**src/rtl/sail_mem_pkg.sv**
```systemverilog
// Shared types for the memory write-commit path: buffered request record,
// commit FSM states and address/byte widths.
package sail_mem_pkg;

  localparam int SAIL_MEM_ADDR_W    = 64;
  localparam int SAIL_MEM_BYTE_W    = 8;
  localparam int SAIL_MEM_MAX_BYTES = 8;
  localparam int SAIL_MEM_NB_W      = 4;

  typedef struct packed {
    logic [SAIL_MEM_ADDR_W-1:0]                    addr;
    logic [SAIL_MEM_NB_W-1:0]                      nbytes;
    logic [SAIL_MEM_BYTE_W*SAIL_MEM_MAX_BYTES-1:0] data;
    logic                                          tag_en;
    logic                                          tag;
  } sail_mem_req;

  typedef enum logic [1:0] {
    IDLE  = 2'd0,
    BYTES = 2'd1,
    TAG   = 2'd2
  } sail_mem_state_e;

  // A request that would write zero bytes or more than the store path carries.
  function automatic logic sail_mem_req_bad(input logic [SAIL_MEM_NB_W-1:0] n,
                                            input int max_bytes);
    return (n == '0) || (int'(n) > max_bytes);
  endfunction

endpackage

```
**src/rtl/sail_mem_req_fifo.sv**
```systemverilog
// Synchronous FIFO of write requests: valid/ready push side, pop strobe,
// head always visible, occupancy exported as level.
module sail_mem_req_fifo
  import sail_mem_pkg::*;
#(
  parameter int DEPTH = 4,
  localparam int AW = $clog2(DEPTH)
) (
  input  logic        clk,
  input  logic        rst_n,
  input  logic        push_valid,
  output logic        push_ready,
  input  sail_mem_req push_req,
  input  logic        pop,
  output sail_mem_req head,
  output logic        empty,
  output logic [AW:0] level
);

  localparam logic [AW:0] FULL_LVL = (AW+1)'(DEPTH);

  sail_mem_req   mem_q [DEPTH];
  logic [AW-1:0] wr_ptr_q, wr_ptr_d;
  logic [AW-1:0] rd_ptr_q, rd_ptr_d;
  logic [AW:0]   count_q, count_d;
  logic          push_fire, pop_fire;

  assign push_ready = (count_q != FULL_LVL);
  assign empty      = (count_q == '0);
  assign level      = count_q;
  assign head       = mem_q[rd_ptr_q];
  assign push_fire  = push_valid && push_ready;
  assign pop_fire   = pop && !empty;

  always_comb begin
    wr_ptr_d = wr_ptr_q;
    rd_ptr_d = rd_ptr_q;
    count_d  = count_q;
    if (push_fire) wr_ptr_d = wr_ptr_q + AW'(1);
    if (pop_fire)  rd_ptr_d = rd_ptr_q + AW'(1);
    case ({push_fire, pop_fire})
      2'b10:   count_d = count_q + (AW+1)'(1);
      2'b01:   count_d = count_q - (AW+1)'(1);
      default: count_d = count_q;
    endcase
  end

  always_ff @(posedge clk or negedge rst_n) begin
    if (!rst_n) begin
      wr_ptr_q <= '0;
      rd_ptr_q <= '0;
      count_q  <= '0;
    end else begin
      wr_ptr_q <= wr_ptr_d;
      rd_ptr_q <= rd_ptr_d;
      count_q  <= count_d;
    end
  end

  // Storage carries no reset; occupancy alone decides what is valid.
  always_ff @(posedge clk) begin
    if (push_fire) mem_q[wr_ptr_q] <= push_req;
  end

endmodule

```
**src/rtl/sail_mem_commit.sv**
```systemverilog
// Drains buffered multi-byte write requests into the byte/tag store,
// one little-endian byte per handshake, optionally followed by a tag write.
module sail_mem_commit
  import sail_mem_pkg::*;
#(
  parameter int DEPTH     = 4,
  parameter int MAX_BYTES = 8,
  parameter int NB_W      = 4
) (
  input  logic                     clk,
  input  logic                     rst_n,
  input  logic                     in_valid,
  output logic                     in_ready,
  input  logic [63:0]              in_addr,
  input  logic [NB_W-1:0]          in_nbytes,
  input  logic [8*MAX_BYTES-1:0]   in_data,
  input  logic                     in_tag_en,
  input  logic                     in_tag,
  output logic                     mem_valid,
  input  logic                     mem_ready,
  output logic [63:0]              mem_paddr,
  output logic [7:0]               mem_data,
  output logic                     tag_valid,
  output logic [63:0]              tag_paddr,
  output logic                     tag_data,
  output logic                     busy,
  output logic                     err,
  output logic [$clog2(DEPTH):0]   level
);

  // Handshakes: a transfer happens on a rising edge where valid && ready.
  // Once raised, mem_valid/tag_valid and their payloads hold until mem_ready.

  sail_mem_req     in_req, fifo_head;
  logic            fifo_empty, fifo_pop;
  sail_mem_state_e state_q, state_d;
  sail_mem_req     req_q, req_d;
  logic [NB_W-1:0] idx_q, idx_d, idx_next;
  logic [63:0]     byte_shift;
  logic            err_q, err_d;
  logic            mem_valid_q, mem_valid_d;
  logic [63:0]     mem_paddr_q, mem_paddr_d;
  logic [7:0]      mem_data_q, mem_data_d;
  logic            tag_valid_q, tag_valid_d;
  logic [63:0]     tag_paddr_q, tag_paddr_d;
  logic            tag_data_q, tag_data_d;

  always_comb begin
    in_req        = '0;
    in_req.addr   = in_addr;
    in_req.nbytes = in_nbytes;
    in_req.data   = in_data;
    in_req.tag_en = in_tag_en;
    in_req.tag    = in_tag;
  end

  sail_mem_req_fifo #(.DEPTH(DEPTH)) u_fifo (
    .clk        (clk),
    .rst_n      (rst_n),
    .push_valid (in_valid),
    .push_ready (in_ready),
    .push_req   (in_req),
    .pop        (fifo_pop),
    .head       (fifo_head),
    .empty      (fifo_empty),
    .level      (level)
  );

  always_comb begin
    state_d     = state_q;
    req_d       = req_q;
    idx_d       = idx_q;
    err_d       = 1'b0;
    fifo_pop    = 1'b0;
    mem_valid_d = mem_valid_q;
    mem_paddr_d = mem_paddr_q;
    mem_data_d  = mem_data_q;
    tag_valid_d = tag_valid_q;
    tag_paddr_d = tag_paddr_q;
    tag_data_d  = tag_data_q;
    idx_next    = idx_q + NB_W'(1);
    byte_shift  = req_q.data >> {idx_next, 3'b000};
    case (state_q)
      IDLE: begin
        if (!fifo_empty) begin
          fifo_pop = 1'b1;
          // Malformed requests are consumed and reported, never written.
          if (sail_mem_req_bad(fifo_head.nbytes, MAX_BYTES)) begin
            err_d = 1'b1;
          end else begin
            state_d     = BYTES;
            req_d       = fifo_head;
            idx_d       = '0;
            mem_valid_d = 1'b1;
            mem_paddr_d = fifo_head.addr;
            mem_data_d  = fifo_head.data[7:0];
          end
        end
      end
      BYTES: begin
        if (mem_ready) begin
          if (idx_q == req_q.nbytes - NB_W'(1)) begin
            mem_valid_d = 1'b0;
            if (req_q.tag_en) begin
              state_d     = TAG;
              tag_valid_d = 1'b1;
              tag_paddr_d = req_q.addr;
              tag_data_d  = req_q.tag;
            end else begin
              state_d = IDLE;
            end
          end else begin
            idx_d       = idx_next;
            mem_paddr_d = req_q.addr + 64'(idx_next);
            mem_data_d  = byte_shift[7:0];
          end
        end
      end
      TAG: begin
        if (mem_ready) begin
          tag_valid_d = 1'b0;
          state_d     = IDLE;
        end
      end
      default: state_d = IDLE;
    endcase
  end

  always_ff @(posedge clk or negedge rst_n) begin
    if (!rst_n) begin
      state_q     <= IDLE;
      req_q       <= '0;
      idx_q       <= '0;
      err_q       <= 1'b0;
      mem_valid_q <= 1'b0;
      mem_paddr_q <= '0;
      mem_data_q  <= '0;
      tag_valid_q <= 1'b0;
      tag_paddr_q <= '0;
      tag_data_q  <= 1'b0;
    end else begin
      state_q     <= state_d;
      req_q       <= req_d;
      idx_q       <= idx_d;
      err_q       <= err_d;
      mem_valid_q <= mem_valid_d;
      mem_paddr_q <= mem_paddr_d;
      mem_data_q  <= mem_data_d;
      tag_valid_q <= tag_valid_d;
      tag_paddr_q <= tag_paddr_d;
      tag_data_q  <= tag_data_d;
    end
  end

  assign mem_valid = mem_valid_q;
  assign mem_paddr = mem_paddr_q;
  assign mem_data  = mem_data_q;
  assign tag_valid = tag_valid_q;
  assign tag_paddr = tag_paddr_q;
  assign tag_data  = tag_data_q;
  assign err       = err_q;
  assign busy      = !fifo_empty || (state_q != IDLE);

endmodule

```
**config.mk**
```make
export PLATFORM = sky130hd
export DESIGN_NAME = sail_mem_commit
export DESIGN_NICKNAME = d
export VERILOG_FILES = /design/src/rtl/sail_mem_pkg.sv /design/src/rtl/sail_mem_req_fifo.sv /design/src/rtl/sail_mem_commit.sv
export SDC_FILE = /design/constraint.sdc
export NUM_CORES = 1
export LEC_CHECK = 0
export ABC_AREA = 1
export BUFFER_PORTS_ARGS = -buffer_cell sky130_fd_sc_hd__buf_4
export CORE_MARGIN = 2
export CORE_UTILIZATION = 50
export CTS_BUF_LIST = sky130_fd_sc_hd__clkbuf_8
export CTS_CLUSTER_DIAMETER = 100
export DETAILED_ROUTE_END_ITERATION = 6
export PLACE_DENSITY = 0.73
export SYNTH_ARGS = -nofsm -noshare
export SYNTH_HDL_FRONTEND = slang
export SYNTH_SLANG_ARGS = --single-unit
```
**constraint.sdc**
```tcl
create_clock -name clk -period 7 [get_ports clk]
set_input_delay 0.35 -clock clk [delete_from_list [all_inputs] [get_ports clk]]
set_output_delay 0.35 -clock clk [all_outputs]
set_load 0.005 [all_outputs]
```
# After elaboration in Yosys (flattened, before gate mapping)
# Memory sizes are Yosys's and may differ from the RTL's.
# Index checks and enable logic that the tools add are counted.
[word_totals]
ff_bits = 287
mem_bits_rw = 536
input_bits = 138
out_inout_bits = 145
elab_cells = 100
memories = 1
[mem_list]
columns = ["name", "words", "word_bits", "rd", "rd_ports_with_merged_regs", "write_ports", "line_no", "source"]
rows = [
  ["u_fifo.mem_q", 4, 134, 1, 0, 1, "sail_mem_req_fifo.sv:22", "sail_mem_req mem_q [DEPTH];"],
]
[op_classes]
n_addsub = 7
magnitude_cmp = 1
n_eq_ne = 13
shift = 1
muxes = 40
n_bitwise = 2
n_reduce_logical = 18
[ops]
columns = ["op", "count"]
rows = [
  ["$mux W64", 4],
  ["$pmux W64 S2", 1],
  ["$add A64 B4 Y64", 1],
  ["$shr A64 B7 Y8", 1],
  ["$mux W8", 4],
  ["$reduce_and A5 Y1", 4],
  ["$mux W4", 4],
  ["$pmux W8 S2", 1],
  ["$mux W1", 15],
  ["$ne A2 B2 Y1 const B", 7],
  ["$mux W2", 6],
  ["$pmux W4 S2", 1],
  ["$reduce_bool A2 Y1", 4],
  ["$pmux W2 S3", 1],
  ["$pmux W3 S2", 1],
  ["$add A2 B1 Y2 const B", 2],
  ["$add A4 B1 Y4 const B", 1],
  ["$eq A2 B1 Y1 const B", 2],
  ["$eq A2 B2 Y1 const B", 2],
  ["$eq A4 B4 Y1", 1],
  ["$gt A4 B4 Y1 const B", 1],
  ["$logic_not A4 Y1", 1],
  ["$pmux W1 S2", 2],
  ["$reduce_and A4 Y1", 1],
  ["other kinds (11)", 14],
]

# Longest topological paths before layout
[logic_depth]
depth_word = 6
mapped_depth = 18
ltp_nobuf = 16

# Hierarchy
# From an unflattened synthesis, not the netlist that was laid out.
[unflattened]
hier_cells = 3607
hier_area_um2 = 36617.6
[by_module_without_submodules]
columns = ["mod", "instances", "cells_per_inst", "area_per_inst_um2", "seq_area_each_um2"]
rows = [
  ["sail_mem_req_fifo", 1, 1623, 21833.4, 16270.6],
  ["sail_mem_commit", 1, 1984, 14784.2, 7006.7],
]

# Worst setup path before layout
# OpenSTA, ideal clock, no wires.
[synth_timing]
path_kind = "register to register"
start = "register u_fifo.count_q[0] (netlist: u_fifo.level[0])"
end = "memory u_fifo.mem_q[0][0] (netlist bit) (enable)"
setup_ns = 0.630
arrival_ns = 6.358
required_ns = 6.370
setup_slack_ns = 0.012
path_stages_with_launch = 5
n_path_buf = 0
period_less_slack_ns = 6.988
cell_sequence = "dfrtp_1 -> inv_1 -> nand3_1 -> nand2_1 -> nor2_1"
[synth_between]
elab_chain_cells = 4
[synth_rtl]
columns = ["item", "line_no", "source"]
rows = [
  ["start, declared", "sail_mem_req_fifo.sv:25", "logic [AW:0] count_q, count_d;"],
  ["start signal, assigned", "sail_mem_req_fifo.sv:56", "count_q <= count_d;"],
  ["$ne A3 B3 Y1", "sail_mem_req_fifo.sv:28", "assign push_ready = (count_q != FULL_LVL);"],
  ["named net in_ready", "sail_mem_commit.sv:13", "output logic in_ready,"],
  ["$logic_and A1 B1 Y1", "sail_mem_req_fifo.sv:32", "assign push_fire = push_valid && push_ready;"],
  ["$mux W1", "sail_mem_req_fifo.sv:62", "if (push_fire) mem_q[wr_ptr_q] <= push_req;"],
  ["$mux W1 (implied by the code)", "sail_mem_req_fifo.sv:62", ""],
  ["end, declared", "sail_mem_req_fifo.sv:22", ""],
]
# The timed path passes the listed nets, and every way through them passes these cells.

# Worst setup path in the final report
[layout_timing]
start = "register idx_q[0]"
end = "register mem_paddr_q[62] (netlist: mem_paddr[62])"
[layout_between]
elab_chain_cells = 5
elab_cells_between_ends = 8
cone_classes = "2 x add/sub; 2 x eq/ne; 3 x mux; 1 x reduce/logical"
[layout_rtl]
columns = ["item", "line_no", "source"]
rows = [
  ["start, declared", "sail_mem_commit.sv:38", "logic [NB_W-1:0] idx_q, idx_d, idx_next;"],
  ["start signal, assigned", "sail_mem_commit.sv:144", "idx_q <= idx_d;"],
  ["$add A4 B1 Y4", "sail_mem_commit.sv:81", "idx_next = idx_q + NB_W'(1);"],
  ["$add A64 B4 Y64", "sail_mem_commit.sv:114", "mem_paddr_d = req_q.addr + 64'(idx_next);"],
  ["$mux W64", "sail_mem_commit.sv:102", "if (idx_q == req_q.nbytes - NB_W'(1)) begin"],
  ["$mux W64", "sail_mem_commit.sv:101", "if (mem_ready) begin"],
  ["$pmux W64 S2", "sail_mem_commit.sv:83", "case (state_q)"],
  ["end signal, assigned", "sail_mem_commit.sv:147", "mem_paddr_q <= mem_paddr_d;"],
  ["end, declared", "sail_mem_commit.sv:42", "logic [63:0] mem_paddr_q, mem_paddr_d;"],
]
# Several ways; a longest one is shown, not always the timed one. The select of a mux whose other input is x is not followed.
# A chain may end at the register's enable or synchronous reset.

==> metrics <==
crit path kind reg2reg; HPWL Detailed between 60,000 and 70,000 um; Clock Root Buffer clkbuf_8; HP Class in2async; die width ~270 um; commonest non-fill, non-tap cells in the layout 893 x nand2_1, 536 x edfxtp_1, 361 x o21ai_0; Yosys Warn Count 0; largest net degree at the start of global routing around 140; share of cells above drive strength 1 around an eighth; worst vdd ir 249 uV; gpl congestion 1.02; Max Fanout on Critical Path 36; CP required 7690 ps; nets@finish 3,855; Tmin final 4780 ps; RSZ-0062 raised after global routing false; Slew Viols, Final 0; reg2reg start idx_q[0]; # Post-CTS Setup Buffers 0; Post-Syn Instances around 3,300; CTS tree done; First-pass DRT Iterations 6; Adder-Cell Fraction of Synth Area 0.516%; Mean Syn Cell Area 10.4 um2; worst reg2reg setup slack 2220 ps; Setup crit end mem_paddr[62]; initial antenna violation count 17; syn_nets 3,453; Area Growth Syn to Fin 19.6%; Max-cap violations 0; Setup Skew 36.8 ps; # clock sinks roughly 820; Worst setup SP type register; Post-synth EDFFs 536; first-pass GRT wire length 145,000 um; Skew-Pair Late Insertion Delay 800 ps; Cell Rows 96; Hold Buf Count CTS 136; PortBufs 282; GRT Total Usage between 20% and 30%; #FFs+latches synth 823; power density over the cells 443 nW/um2; Antenna Nets Post-Route 0; Final period util 68.2%; routed vias 26,100; I/O Pins 283; Leakage ~17 nW; total CTS buffers 135; DR iter-0 viols approximately 3,100; R2R Path End mem_paddr[62]; synthesized-area fraction occupied by and/or/nand/nor cells between 10% and 20%; Clock Pin Slew Worst Setup and Hold Paths roughly 60 ps; Compound-Gate Fraction of Synth Area 9.74%; DRC viols 0; pre-CTS WS 2320 ps; largest family of logic cells by synthesized area simple AND/OR/NAND/NOR gates; Worst EP arrival around 5500 ps; async set-reset flop share out of synthesis 34.9%; Post-Synth XOR/XNOR Area 0.484%; synth unique cells 35; vias in the first global route 24,500; Final setup viols 0; Die Y-Extent 266 um; post-synthesis cell area 34,400 um2; grt ovf 0; leading register cell type out of synthesis edfxtp_1; Die ar. 70,900 um2; register area share after synthesis 67.7%; Final Hold Vio Count 0; post-DR wirelength/cell around 20 um; H-tree levels 4; CP endpoint kind register; commonest non-fill, non-tap cell in the layout nand2_1; Setup WS post-layout ~2200 ps; final WL 96,400 um; initial core utilization a little over 50%; Critical Path Source idx_q[0]; Max Fclk 209 MHz; R2R cell count 13; core area between 60,000 and 70,000 um2; multiplexer area fraction after synthesis 0%; setup TNS 0 ps; actual slew at the worst max-slew pin around 1100 ps; Slew Limit Headroom roughly a quarter; drt via density roughly 5.5; post-cts gate resize count 0; Longest Clk Path Bufs 3; status finished, final reports clean
==> per-stage QoR <==
stage	cell area, um2	total power, mW	std cells	hold WS, ps	util [%]
finish	41100	18.2	4706	208	60.2
global route	41100	19.3	4704	247	60.2
CTS	41100	18.2	4698	189	60.2
detailed placement	37100	14.0	4313	473	54.3
global placement	37100	13.9	4313	465	54.3
floorplan	34400	11.6	3302	54.4	-
==> final cells by class <==
class / count / area, um2
Tap cell: 882 / 1100
Clock inverter: 101 / 626
Antenna cell: 8 / 20.0
Multi-Input combinational cell: 2109 / 9640
Timing Repair Buffer: 438 / 3700
Sequential cell: 823 / 23300
Inverter: 197 / 747
Fill cell: 5504 / 27200
Clock buffer: 148 / 2040
==> power by group <==
group	switching, mW	total (mW)	internal (mW)
clock	1.97	4.10	2.13
sequential	0.925	7.54	6.61
combinational	4.48	6.57	2.09
==> how the worst min path moves through the flow <==
stage | start | to | slack (ps) | cells after the start
floorplan | rst_n | err | 50 | 0
global placement | tag_paddr[4] | tag_paddr[4] | 470 | 2
detailed placement | tag_paddr[3] | tag_paddr[3] | 470 | 2
CTS | in_valid | u_fifo.wr_ptr_q[1] | 190 | 4
global route | in_valid | u_fifo.wr_ptr_q[1] | 250 | 4
finish | rst_n | tag_paddr[3] | 210 | 2
==> flip-flops by register name, indices dropped and copies added, names as in the netlist, 2 cells and up <==
signal,cells
idx_q,4
mem_data,8
mem_paddr,64
req_q,134
state_q,2
tag_paddr,64
u_fifo.level,3
u_fifo.mem_q,536
u_fifo.rd_ptr_q,2
u_fifo.wr_ptr_q,2
==> synthesized netlist by cell type, types with 5 or more instances <==
master / count / area, um2
a21oi_1: 74 / 370
a31oi_1: 8 / 50.1
a32o_1: 42 / 420
buf_1: 6 / 22.5
buf_2: 55 / 275
buf_6: 7 / 78.8
clkbuf_1: 100 / 375
dfrtp_1: 287 / 7180
edfxtp_1: 536 / 16100
ha_1: 11 / 138
inv_1: 189 / 709
inv_2: 5 / 18.8
nand2_1: 893 / 3350
nand3_1: 205 / 1030
nand4_1: 25 / 156
nor2_1: 341 / 1280
nor3_1: 5 / 25.0
o21ai_0: 361 / 1810
o21ai_1: 26 / 130
o22ai_1: 86 / 538
xnor2_1: 6 / 52.6
xor2_1: 13 / 114
==> kinds of logic after synthesis <==
| kind of cell | after synthesis |
|---|---|
| AO/OA/AOI/OAI | 601 |
| XOR/XNOR | 19 |
| adder cells (fa/ha/maj) | 13 |
| buffers and inverters | 370 |
| flip-flops | 823 |
| AND/OR/NAND/NOR | 1476 |
==> worst max-delay path: stages (launching register included) <==
cell and delay [ps]:
dfrtp_1 1090, ha_1 740, clkinv_1 700, fa_1 640, inv_1 130, nand2_1 80
nand2_1 110, nand3_1 140, nor2_1 410, nand2_1 180, o21ai_0 180, nand3_1 90
nand3_1 100, nand2_1 60
==> layer usage <==
layer	part of all wire (%)	vias to the layer above	GRT usage [%]
li1	-	12200	-
met1	42	12500	38.9
met2	45	1209	41.0
met3	8.8	187	5.73
met4	3.1	22	9.85
met5	0.15	-	0
No activity file was read; power rests on OpenSTA's default activity.
